## config.mk

```make
export PLATFORM = sky130hd
export DESIGN_NAME = m_mem_arb
export DESIGN_NICKNAME = d
export VERILOG_FILES = /design/src/rtl/m_mem_arb.sv
export SDC_FILE = /design/constraint.sdc
export NUM_CORES = 1
export LEC_CHECK = 0
export ABC_CLOCK_PERIOD_IN_PS = 1600
export BUFFER_PORTS_ARGS = -buffer_cell sky130_fd_sc_hd__buf_2
export CORE_MARGIN = 10
export CORE_UTILIZATION = 41
export DETAILED_ROUTE_END_ITERATION = 16
export GPL_ROUTABILITY_DRIVEN = 0
export PLACE_DENSITY = 0.76
export SKIP_LAST_GASP = 1
export SLEW_MARGIN = 10
export SYNTH_ARGS = -nofsm -noshare
export SYNTH_HDL_FRONTEND = slang
export SYNTH_SLANG_ARGS = --single-unit
```

## constraint.sdc

```tcl
create_clock -name w_clk -period 1.6 [get_ports w_clk]
set_clock_uncertainty 0.05 [all_clocks]
set_input_delay 0.08 -clock w_clk [delete_from_list [all_inputs] [get_ports w_clk]]
set_output_delay 0.08 -clock w_clk [all_outputs]
set_load 0.005 [all_outputs]
```

## src/rtl/m_mem_arb.sv

```systemverilog
// Round-robin arbiter sharing one fixed-latency memory port between the
// instruction refill path and the data port. Completion pulses are registered.
module m_mem_arb #(
  parameter int LAT = 4,
  parameter int CW  = 3
) (
  input  logic        w_clk,
  input  logic        w_rst,
  input  logic        w_i_re,
  input  logic [31:0] w_i_addr,
  output logic        r_i_oe,
  output logic [31:0] r_i_data,
  input  logic        w_d_re,
  input  logic        w_d_we,
  input  logic [31:0] w_d_addr,
  input  logic [31:0] w_d_wdata,
  output logic        r_d_oe,
  output logic [31:0] r_d_data,
  output logic        r_m_en,
  output logic        r_m_we,
  output logic [31:0] r_m_addr,
  output logic [31:0] r_m_wdata,
  input  logic [31:0] w_m_rdata,
  output logic        w_busy
);

  typedef enum logic [1:0] {S_IDLE, S_BUSY, S_DONE} state_t;

  state_t        state_q, state_d;
  logic [CW-1:0] cnt_q, cnt_d;
  logic          last_q, last_d;
  logic          own_q, own_d;
  logic          we_q, we_d;
  logic [31:0]   addr_q, addr_d;
  logic [31:0]   wdata_q, wdata_d;
  logic [31:0]   idata_q, idata_d;
  logic [31:0]   ddata_q, ddata_d;
  logic          ioe_q, ioe_d;
  logic          doe_q, doe_d;
  logic          men_q, men_d;
  logic          mwe_q, mwe_d;
  logic          gnt_d;

  always_comb begin
    state_d = state_q;
    cnt_d   = cnt_q;
    last_d  = last_q;
    own_d   = own_q;
    we_d    = we_q;
    addr_d  = addr_q;
    wdata_d = wdata_q;
    idata_d = idata_q;
    ddata_d = ddata_q;
    ioe_d   = 1'b0;
    doe_d   = 1'b0;
    men_d   = 1'b0;
    mwe_d   = 1'b0;
    gnt_d   = 1'b0;
    case (state_q)
      S_IDLE: begin
        if (w_i_re || w_d_re) begin
          // On a tie the port that did not win last time gets the grant
          gnt_d   = (w_i_re && w_d_re) ? ~last_q : w_d_re;
          own_d   = gnt_d;
          last_d  = gnt_d;
          we_d    = gnt_d & w_d_we;
          addr_d  = gnt_d ? w_d_addr : w_i_addr;
          wdata_d = gnt_d ? w_d_wdata : 32'h0;
          cnt_d   = CW'(LAT - 1);
          men_d   = 1'b1;
          mwe_d   = gnt_d & w_d_we;
          state_d = S_BUSY;
        end
      end
      S_BUSY: begin
        if (cnt_q == '0) begin
          state_d = S_DONE;
          if (!we_q) begin
            if (own_q) ddata_d = w_m_rdata;
            else       idata_d = w_m_rdata;
          end
          if (own_q) doe_d = 1'b1;
          else       ioe_d = 1'b1;
        end else begin
          cnt_d = cnt_q - CW'(1);
        end
      end
      S_DONE:  state_d = S_IDLE;
      default: state_d = S_IDLE;
    endcase
  end

  always_ff @(posedge w_clk) begin
    if (w_rst) begin
      state_q <= S_IDLE;
      cnt_q   <= '0;
      last_q  <= 1'b1;
      own_q   <= 1'b0;
      we_q    <= 1'b0;
      addr_q  <= 32'h0;
      wdata_q <= 32'h0;
      idata_q <= 32'h0;
      ddata_q <= 32'h0;
      ioe_q   <= 1'b0;
      doe_q   <= 1'b0;
      men_q   <= 1'b0;
      mwe_q   <= 1'b0;
    end else begin
      state_q <= state_d;
      cnt_q   <= cnt_d;
      last_q  <= last_d;
      own_q   <= own_d;
      we_q    <= we_d;
      addr_q  <= addr_d;
      wdata_q <= wdata_d;
      idata_q <= idata_d;
      ddata_q <= ddata_d;
      ioe_q   <= ioe_d;
      doe_q   <= doe_d;
      men_q   <= men_d;
      mwe_q   <= mwe_d;
    end
  end

  assign r_i_oe    = ioe_q;
  assign r_i_data  = idata_q;
  assign r_d_oe    = doe_q;
  assign r_d_data  = ddata_q;
  assign r_m_en    = men_q;
  assign r_m_we    = mwe_q;
  assign r_m_addr  = addr_q;
  assign r_m_wdata = wdata_q;
  assign w_busy    = (state_q != S_IDLE);

endmodule

```

Word level (Yosys, flattened, before mapping)
Cells that the tools add are included.
- flip-flop bits (word level): 140
- output and inout bits: 133
- add/sub/neg operators: 1
- equal/unequal tests: 4
- multiplexer cells: 12
- bitwise logic cells: 8
- reduce and logical (&&, ||, !) cells: 14
- operator list (cell ; number):
    2-to-1 mux 32 bit ; 2
    AND reduction 4 bit ; 2
    NOT 1 bit ; 7
    2-to-1 mux 3 bit ; 2
    inequality test 2 bit, second input constant ; 3
    one-hot mux 3 bit (2 select lines) ; 1
    OR reduction 3 bit ; 2
    2-to-1 mux 1 bit ; 4
    2-to-1 mux 2 bit ; 2
    one-hot mux 2 bit (2 select lines) ; 1
    AND reduction 2 bit ; 2
    nonzero test 2 bit ; 2
    zero test 3 bit ; 1
    AND reduction 3 bit ; 1
    subtractor 3 x 1 -> 3 bit, second input constant ; 1
    equality test 2 x 1 -> 1 bit, second input constant ; 1
    zero test 2 bit ; 1
    OR reduction 2 bit ; 1
    AND 1 bit ; 1
    logical AND 1 bit ; 1
    logical OR 1 bit ; 1

Longest topological paths before layout
Gate-level depths: netlist (run 1).
- word-level depth: 3
- mapped depth: 7
- depth with buffers taken out: 5

Worst setup path after synthesis (run 1)
Ideal clock, no wire load.
- path kind: reg-to-reg
- start point: reg cnt_q[0]
- end point: reg idata_q[10] (netlist: r_i_data[10])
- arrival: 1.400 ns
- required time: 1.478 ns
- slack: 0.078 ns
- stages on the path, launching flop included: 7
- period minus slack after synthesis: 1.522 ns
- cells stage by stage: dfxtp_1 inv_1 ha_1 nand4bb_1 nor3_4 buf_6 mux2i_1
- longest elaborated chain between the ends: 2
- RTL lines (element ; line ; source):
    start: declaration ; 30 ; logic [CW-1:0] cnt_q, cnt_d;
    start signal: assignment ; 110 ; cnt_q <= cnt_d;
    zero test 3 bit ; 76 ; if (cnt_q == '0) begin
    AND reduction 4 bit (no line) ; -- ;
    end signal: assignment ; 116 ; idata_q <= idata_d;
    end: declaration ; 36 ; logic [31:0] idata_q, idata_d;
No other way between the ends.
A chain may end at the register's enable or synchronous reset.

Worst setup path after layout (run 1)
- start point: reg cnt_q[0]
- end point: reg idata_q[30] (netlist: r_i_data[30])
Same word-level chain as after synthesis.

==> run summary, run 1 <==
status: finished clean
M3 GR Usage: 8.16%
Mapped Nets: 606
CP Launch Type: flop
vias after detailed routing: 5284
Pre-antenna DRT Iters: 4
Cell Count, Final, Fillers Out: 1057
synthesized flop and latch total: 140
Port Buffers: 265
r2r setup slk: 2 ps
worst reg2reg endpoint: r_i_data[30]$_SDFFE_PP0P_
total global routing overflow: 0
met1 GRT Util: 23.8%
Netlist Area Pre-Place: 5160 sq um
Reg area: 2800 sq um
CTS buffer count: 17
total power: 9460 uW
CP arrival: 1870 ps
multi-input logic area: 2190 sq um
Synth Flop Type: dfxtp_1
CP bufs+invs: 3
routed len/inst: 19.2 um
H-Tree Depth: 4
# fillers: 796
fin crit share: 99.8%
largest net degree at the start of global routing: 98
Clock Root Buffer: clkbuf_16
Setup crit end kind: flop
placed insts: 883
met2 Use GR: 37.1%
CP Class: reg -> reg
Worst-Skew Late Latency: 410 ps
Worst-path clk slew: 70 ps
PD cells: 1080 nW/um^2
Final Slew Violations: 0
FMAX: 626 MHz
number of flops mapped to enable cells by yosys: 0
worst-path cell chain: inv_2 -> ha_4 -> nand4bb_4 -> nor3_4 -> buf_12 -> buf_12 -> mux2i_1
area post-placement: 6710 sq um
DRC: 0
Design Area, Final: 8780 sq um
Longest Clk Path Bufs: 2
RSZ-0062 raised after global routing: yes
Hold Crit Depth: 3
actual slew at the worst max-slew pin: 383 ps
Via density: 5.00
Synth async-reset ratio: 0%
Starting Density: 42.4%
post-DP HPWL: 12200 um
setup violators final: 0
share of layout cells above drive strength 1: 37.3%
Hold Path End: last_q$_SDFFE_PP1P_
P_leak: 0.00429 uW
worst min-delay path class: in -> reg
Mapped Cells: 471
CTS sink cnt: 140
Syn. warnings: 0
GRT Total Usage: 21.9%
fin crit period: 1600 ps
1st-iter DRT viols: 300
Critical Path Fanout Max: 7
Worst path max stage delay: 330 ps
Worst Path Required: 1870 ps
Max Cap Violations: 0
antenna viol nets, final: 0
first-pass GRT wire length: 31100 um
vias in the first global route: 5722
core box area: 12200 sq um
row count: 40
Top Usage Layer GRT: met2
Die Area: 17500 sq um
RR Startpoint: cnt_q[0]$_SDFFE_PP0P_
Hold WS: 39.2 ps
Rel. slew slack: 74.5%
initial antenna violation count: 5
Final Core Density: 72.2%
Avg Cell Area, Syn: 11.0 sq um
die width: 132 um
drt total wl: 20300 um
Yosys cell types: 34
Max VDD drop: 0.568 mV
Final Hold Viols: 0
Area Overhead vs Synth: 70.0%
post-synthesis sequential area ratio: 54.3%
CTS tree: built
CP startpoint: cnt_q[0]$_SDFFE_PP0P_
Crit-path slowest cell: dfxtp_2
largest delay contributor family on the critical path: buffers and inverters
Most Frequent Cell on Critical Path: buf_12
path depth of the worst reg2reg path: 7
# IOs: 266
Final nets: 1006
Hold Startpoint: w_i_re
Die H: 132 um
==> synth_stat cells, drive strengths merged, types with 2 or more instances <==
cell type  number  area (sq um)
nor3            3          26.3
and3            3          18.8
clkbuf         11          41.3
inv             5          18.8
mux2i          96           961
o2bb2ai        32           280
ha              2          25.0
a21oi           3          15.0
nor2            3          13.8
dfxtp         140          2800
nand2b          2          12.5
a21boi          3          22.5
buf            25           169
a22o           33           289
nand2          96           360
o21ai           2          10.0
==> sequential cells by signal, summed over array words and instances (netlist names) <==
signal,cells
r_d_data,32
r_i_data,32
r_m_addr,32
r_m_wdata,32
cnt_q,3
state_q,2
last_q,1
own_q,1
r_d_oe,1
r_i_oe,1
r_m_en,1
r_m_we,1
we_q,1
==> cell usage in the layout, fill, tap and decap left out, types with 3 or more instances in the layout <==
master / n
a22o_1: 33
and3_1: 3
buf_12: 8
buf_2: 265
buf_4: 9
clkbuf_16: 19
clkinvlp_4: 6
dfxtp_1: 139
diode_2: 5
dlygate4sd3_1: 131
inv_2: 3
inv_6: 4
mux2i_1: 94
nand2_1: 96
o2bb2ai_1: 32
==> tightest hold or removal path: cells and delay by family <==
family	cells	cell delay [ps]
AO/OA/AOI/OAI	1	70
AND/OR/NAND/NOR	1	150
buffers and inverters	1	140
==> layer usage <==
metal	share of wire, %	wire length [um]
met1	39	7910
met2	49	9980
met3	8.9	1800
met4	3.0	604
met5	0	0
==> cell type report <==
class | instances | area share [%]
repair buffers | 417 | 33.7
flip-flops and latches | 140 | 31.9
multi-input cells | 290 | 24.9
clock buffers | 18 | 4.89
well taps | 168 | 2.39
clock inverters | 14 | 1.82
inverters | 5 | 0.214
diodes | 5 | 0.143
==> kinds of logic after synthesis <==
group	share of synthesized area (%)
AO/OA/AOI/OAI	12.7
adder cells (fa/ha/maj)	0.485
buffers and inverters	4.44
flip-flops	54.3
multiplexers	18.6
AND/OR/NAND/NOR	9.43
==> report_power, final <==
part | internal (uW) | switching, uW
Sequential | 3740 | 163
Combinational | 900 | 739
Clock | 2330 | 1590
Total | 6970 | 2490
==> repair_timing <==
item / 4_1_cts / 5_1_grt
pin swaps: 1 / 1
endpoints found under the setup margin: 52 / 52
gates cloned: 1 / 2
gates resized for setup: 6 / 4
hold endpoints to repair: 134 / 0
hold buffers: 131 / 0
buffers inserted: 1 / 2
==> how the worst max path moves through the flow <==
stage / to / slack (ps) / depth (start not counted)
after floorplan: r_i_data[10]$_SDFFE_PP0P_ / 80 / 6
after global placement: r_i_data[6]$_SDFFE_PP0P_ / 70 / 6
after detailed placement: r_i_data[7]$_SDFFE_PP0P_ / -60 / 6
after CTS: r_i_data[24]$_SDFFE_PP0P_ / -1 / 7
after global routing: r_i_data[30]$_SDFFE_PP0P_ / -70 / 7
final: r_i_data[30]$_SDFFE_PP0P_ / 2 / 7
==> stage by stage <==
| step | setup TNS [ps] | setup WS [ps] |
|---|---|---|
| CTS | -1.07 | -1.07 |
| global route | -419 | -68.5 |
| detailed placement | -670 | -60.8 |
| global placement | 0 | 71.1 |
| floorplan | 0 | 78.4 |
| finish | 0 | 2.43 |
(Power assumes the default switching activity.)
==> run 2: changes to the inputs <==
--- a/config.mk
+++ b/config.mk
@@ -8,10 +8,9 @@
 export ABC_CLOCK_PERIOD_IN_PS = 1600
 export BUFFER_PORTS_ARGS = -buffer_cell sky130_fd_sc_hd__buf_2
 export CORE_MARGIN = 10
-export CORE_UTILIZATION = 41
+export CORE_UTILIZATION = 23
 export DETAILED_ROUTE_END_ITERATION = 16
 export GPL_ROUTABILITY_DRIVEN = 0
-export PLACE_DENSITY = 0.76
 export SKIP_LAST_GASP = 1
 export SLEW_MARGIN = 10
 export SYNTH_ARGS = -nofsm -noshare
==> run 2 against run 1 <==
  * Clock power fell by 2%
  * Utilization fell by 31 points
  * Design area rose by 1.9%
  * Combinational power barely moved
  * Power fell by 0.97%
  * Register-to-register slack improved by 20 ps
  * Sequential cell count did not move
  * Final cell count rose by 11%
  * Fmax rose by 1.3%
  * Critical path depth did not move
  * Hold slack improved by 5.5 ps
  * Critical endpoint is now r_i_data[24]$_SDFFE_PP0P_
  * Largest power group is now sequential cells
==> run summary, run 2 (synthesis gave the netlist of run 1 again) <==
GRT Total Usage: 12.8%
largest net degree at the start of global routing: 98
status: finished clean
Worst Path Required: 1890 ps
H-Tree Depth: 4
die width: 170 um
Worst-path clk slew: 70 ps
routed len/inst: 16.6 um
P_leak: 0.00432 uW
CP Class: reg -> reg
Area Overhead vs Synth: 73.3%
Pre-antenna DRT Iters: 6
Hold Startpoint: w_i_re
Via density: 4.29
worst setup margin: 23.5 ps
RR Startpoint: cnt_q[0]$_SDFFE_PP0P_
Crit-path slowest cell: dfxtp_2
row count: 54
Max Cap Violations: 0
Starting Density: 23.5%
Place WS: -10.4 ps
worst-path cell chain: inv_2 -> ha_4 -> nand4bb_4 -> nor3_4 -> buf_6 -> buf_12 -> mux2i_1
Clock Root Buffer: clkbuf_16
CTS buffer count: 17
actual slew at the worst max-slew pin: 402 ps
Setup crit end kind: flop
post-DP HPWL: 12200 um
Die H: 170 um
# IOs: 266
CTS sink cnt: 140
FMAX: 634 MHz
Final Slew Violations: 0
Max VDD drop: 0.466 mV
fin crit share: 98.5%
antenna viol nets, final: 0
Rel. slew slack: 73.2%
core box area: 22000 sq um
Port Buffers: 265
most frequent cells in the layout: 265 x buf_2, 139 x dfxtp_1, 131 x dlygate4sd3_1, 96 x nand2_1, 96 x mux2i_1
CP arrival: 1860 ps
share of layout cells above drive strength 1: 37.3%
CP startpoint: cnt_q[0]$_SDFFE_PP0P_
Worst path max stage delay: 320 ps
setup violators final: 0
RSZ-0062 raised after global routing: yes
vias in the first global route: 5360
DRC: 0
Longest Clk Path Bufs: 2
vias after detailed routing: 5024
Final Hold Viols: 0
CTS tree: built
first-pass GRT wire length: 29300 um
Worst-Skew Late Latency: 410 ps
initial antenna violation count: 2
Final nets: 1010
worst min-delay path class: in -> reg
total global routing overflow: 0
PD cells: 1050 nW/um^2
1st-iter DRT viols: 203
commonest non-fill, non-tap cell in the layout: buf_2
CP Launch Type: flop
drt total wl: 19500 um
fin crit period: 1580 ps
Die Area: 28800 sq um
Critical Path Fanout Max: 6
Hold WS: 44.6 ps
## run 2: cell types whose count changed in the layout (fill, tap and decap cells not counted), moves of 2 or more
cell,delta
buf_6,+2
clkbuf_16,+2
clkinvlp_4,-2
mux2i_1,+2
mux2i_2,-2
## run 2: power breakdown
group | switching (uW) | internal, uW
Combinational | 715 | 913
Sequential | 149 | 3740
Clock | 1670 | 2180
Total | 2530 | 6830
## run 2: metrics by stage
stage	total power [uW]	instance area, sq um	util (%)	setup TNS, ps	instances
after floorplan	4570	5160	-	0	471
after global placement	5180	6850	31.2	0	993
after detailed placement	5190	6850	31.2	-22.6	993
after CTS	9340	8720	39.7	-180	1156
after global routing	9830	8940	40.7	-956	1169
final	9360	8950	40.8	0	1172
## run 2: what timing repair did
action / CTS / global route
cloned: 0 / 4
resized for setup: 0 / 12
setup endpoints to repair: 13 / 64
pin swaps: 0 / 2
hold buffers: 131 / 0
buffers inserted: 0 / 8
hold endpoints to repair: 135 / 0
## run 2: final cells by class
| cell class | count | area (sq um) |
|---|---|---|
| multi-input combinational | 290 | 2180 |
| timing repair buffer | 421 | 3020 |
| clock buffer | 19 | 433 |
| fill | 2077 | 13000 |
| inverter | 5 | 18.8 |
| antenna | 4 | 10.0 |
| tap | 280 | 350 |
| sequential | 140 | 2800 |
| clock inverter | 13 | 131 |
## run 2: worst paths after layout
| check | endpoint | slack, ps | depth (start not counted) |
|---|---|---|---|
| setup / recovery | r_i_data[24]$_SDFFE_PP0P_ | 20 | 7 |
| setup reg to reg | r_i_data[24]$_SDFFE_PP0P_ | 20 | 7 |
| hold reg to reg | r_i_data[13]$_SDFFE_PP0P_ | 410 | 2 |
| hold / removal | last_q$_SDFFE_PP1P_ | 40 | 3 |
## run 2: worst max-delay path: cells and delay by family, from the launching register on
| kind | cells | cell delay [ps] |
|---|---|---|
| buffers and inverters | 3 | 390 |
| and+or+nand+nor | 2 | 380 |
| DFF | 1 | 320 |
| muxes | 1 | 190 |
| adders and majority gates | 1 | 160 |
## run 2: metal layers
layer / global-route usage [%] / share of wire, % / vias up
li1: - / - / 2485
met1: 14.5 / 42 / 2305
met2: 20.2 / 46 / 211
met3: 6.57 / 10 / 23
met4: 4.92 / 1.8 / 0
met5: 0 / 0 / -
==> run 3: changes to the inputs <==
--- a/config.mk
+++ b/config.mk
@@ -5,12 +5,14 @@
 export SDC_FILE = /design/constraint.sdc
 export NUM_CORES = 1
 export LEC_CHECK = 0
+export ABC_AREA = 1
 export ABC_CLOCK_PERIOD_IN_PS = 1600
 export BUFFER_PORTS_ARGS = -buffer_cell sky130_fd_sc_hd__buf_2
 export CORE_MARGIN = 10
 export CORE_UTILIZATION = 23
 export DETAILED_ROUTE_END_ITERATION = 16
 export GPL_ROUTABILITY_DRIVEN = 0
+export RECOVER_POWER = 50
 export SKIP_LAST_GASP = 1
 export SLEW_MARGIN = 10
 export SYNTH_ARGS = -nofsm -noshare
==> run 3 against run 2 <==
  * Hold slack worse by 13 ps
  * Worst setup slack better by 96 ps
  * Wire length up 16%
  * Area after synthesis grew 9.5%
  * Combinational power grew 15%
  * Largest power group is now the clock network
==> run summary, run 3 <==
Final Slew Violations: 0
path depth of the worst reg2reg path: 6
CP arrival: 1740 ps
CTS tree: built
first-pass GRT wire length: 34200 um
most frequent cells in the layout: 314 x nand2_1, 153 x nor2_1, 140 x dfxtp_1, 139 x buf_2, 129 x dlygate4sd3_1
share of layout cells above drive strength 1: 16.7%
DRC: 0
largest net degree at the start of global routing: 66
FMAX: 676 MHz
# IOs: 266
PD cells: 1060 nW/um^2
top-count cell post-synth: nand2_1
vias in the first global route: 6511
Synth Flop Type: dfxtp_1
RSZ-0062 raised after global routing: no
Max Cap Violations: 0
Longest Clk Path Bufs: 2
Final Core Density: 38.6%
Max VDD drop: 0.664 mV
setup violators final: 0
Avg Cell Area, Syn: 6.64 sq um
worst reg2reg endpoint: r_m_wdata[6]$_SDFFE_PP0P_
GRT Total Usage: 13.6%
CP startpoint: last_q$_SDFFE_PP1P_
1st-iter DRT viols: 292
Hold Path End: r_m_addr[10]$_SDFFE_PP0P_
Setup crit end kind: flop
fin crit share: 92.5%
actual slew at the worst max-slew pin: 356 ps
Area Overhead vs Synth: 65.6%
routed len/inst: 14.1 um
synthesized flop and latch total: 140
post-synthesis sequential area ratio: 49.6%
Mapped Nets: 987
Yosys cell types: 15
Worst-path clk slew: 60 ps
Worst Path Required: 1860 ps
CP Launch Type: flop
Synth top area share: 49.6%
setup TNS: 0 ps
core box area: 24200 sq um
commonest non-fill, non-tap cell in the layout: nand2_1
Starting Density: 23.3%
Clock Root Buffer: clkbuf_16
Hold Startpoint: w_i_addr[10]
H-Tree Depth: 4
most common library cells after synthesis: 315 x nand2_1, 153 x nor2_1, 140 x dfxtp_1
post-CTS setup buffers: 0
Mapped Cells: 852
Via density: 4.03
Synth async-reset ratio: 0%
CTS sink cnt: 140
die width: 177 um
fin crit period: 1480 ps
Die Area: 31300 sq um
antenna viol nets, final: 0
P_leak: 0.00475 uW
row count: 57
CTS buffer count: 17
Die H: 177 um
Syn. warnings: 0
Crit-path slowest cell: dfxtp_1
total global routing overflow: 0
Hold Crit Depth: 5
Pre-antenna DRT Iters: 6
number of flops mapped to enable cells by yosys: 0
RR Startpoint: last_q$_SDFFE_PP1P_
r2r setup slk: 120 ps
Rel. slew slack: 76.1%
Synth area leaders: dfxtp_1 50%, nand2_1 21%, nor2_1 10%
Port Buffers: 265
initial antenna violation count: 3
post-DP HPWL: 14200 um
Final nets: 1388
Final Hold Viols: 0
dominant cell type by area after synthesis: dfxtp_1
Critical Path Fanout Max: 32
Netlist Area Pre-Place: 5660 sq um
worst-path cell chain: nand2_1 -> nand2_2 -> inv_2 -> nand3_1 -> buf_12 -> o21ai_0
CP Class: reg -> reg
# fillers: 2557
vias after detailed routing: 6418
status: finished clean
drt total wl: 22500 um
worst min-delay path class: in -> reg
Worst-Skew Late Latency: 420 ps
Worst path max stage delay: 320 ps
-- run 3: cell count changes after synthesis, sizes merged, moves of 3 or more --
cell / before / now
nand2: 96 / 319
nor2: 3 / 157
inv: 5 / 121
mux2i: 96 / 0
o21ai: 2 / 46
a22o: 33 / 0
o2bb2ai: 32 / 0
nand3: 1 / 24
buf: 25 / 29
a21boi: 3 / 0
and3: 3 / 0
nor3: 3 / 0
-- run 3: cell families (layout without fill, tap and decap cells) --
logic type	Yosys count	after routing	synth area share [%]
and+or+nand+nor	500	500	34.1
buffers and inverters	161	575	11.6
DFF	140	140	49.6
AOI/OAI and AO/OA	49	49	4.34
adders and majority gates	2	2	0.442
other	0	3	0
-- run 3: routing by layer --
layer  share of wire (%)  up-vias  GRT usage [%]
met1                  44     2835           16.0
met4                 1.4        0           4.31
met2                  45      249           21.3
li1                    -     3310              -
met3                 9.8       24           6.49
met5                   0        -              0
-- run 3: worst max-delay path: cells and delay by family, from the launching register on --
family                 cells  cell delay [ps]
AO/OA/AOI/OAI              1              230
buffers and inverters      2              350
flip-flops                 1              320
AND/OR/NAND/NOR            3              420
-- run 3: where the power goes --
part	total, uW	switching [uW]	internal (uW)
Combinational	1880	1010	864
Clock	4110	1700	2420
Sequential	3960	166	3790
-- run 3: how the worst max path moves through the flow --
stage,slack (ps),end,depth (start not counted)
after floorplan,280,r_d_data[0]$_SDFFE_PP0P_,8
after global placement,110,r_i_data[28]$_SDFFE_PP0P_,10
after detailed placement,70,r_i_data[7]$_SDFFE_PP0P_,10
after CTS,60,r_i_data[7]$_SDFFE_PP0P_,10
after global routing,7,r_d_data[17]$_SDFFE_PP0P_,9
final,120,r_m_wdata[6]$_SDFFE_PP0P_,6
-- run 3: per-stage QoR --
| stage | hold slack [ps] | total power (uW) | instance area [sq um] | instances | setup slack (ps) |
|---|---|---|---|---|---|
| after floorplan | 99.1 | 4800 | 5660 | 852 | 277 |
| after global placement | 272 | 5570 | 7480 | 1423 | 107 |
| after detailed placement | 277 | 5590 | 7480 | 1423 | 67.6 |
| after CTS | 21.2 | 10000 | 9380 | 1584 | 55.9 |
| after global routing | 41.4 | 10500 | 9360 | 1592 | 7.49 |
| final | 31.3 | 9950 | 9360 | 1593 | 120 |
-- run 3: layout make-up --
type | instances | area [sq um] | area share (%)
repair buffers | 422 | 2860 | 30.6
well taps | 324 | 405 | 4.33
clock inverters | 13 | 155 | 1.66
flip-flops and latches | 140 | 2800 | 29.9
clock buffers | 19 | 453 | 4.84
diodes | 3 | 7.51 | 0.0802
inverters | 121 | 454 | 4.85
multi-input cells | 551 | 2220 | 23.7
-- run 3: repair_timing --
item,CTS,global route
endpoints found under the setup margin,0,63
hold buffers,129,0
gates resized for setup,0,5
endpoints found under the hold margin,134,0
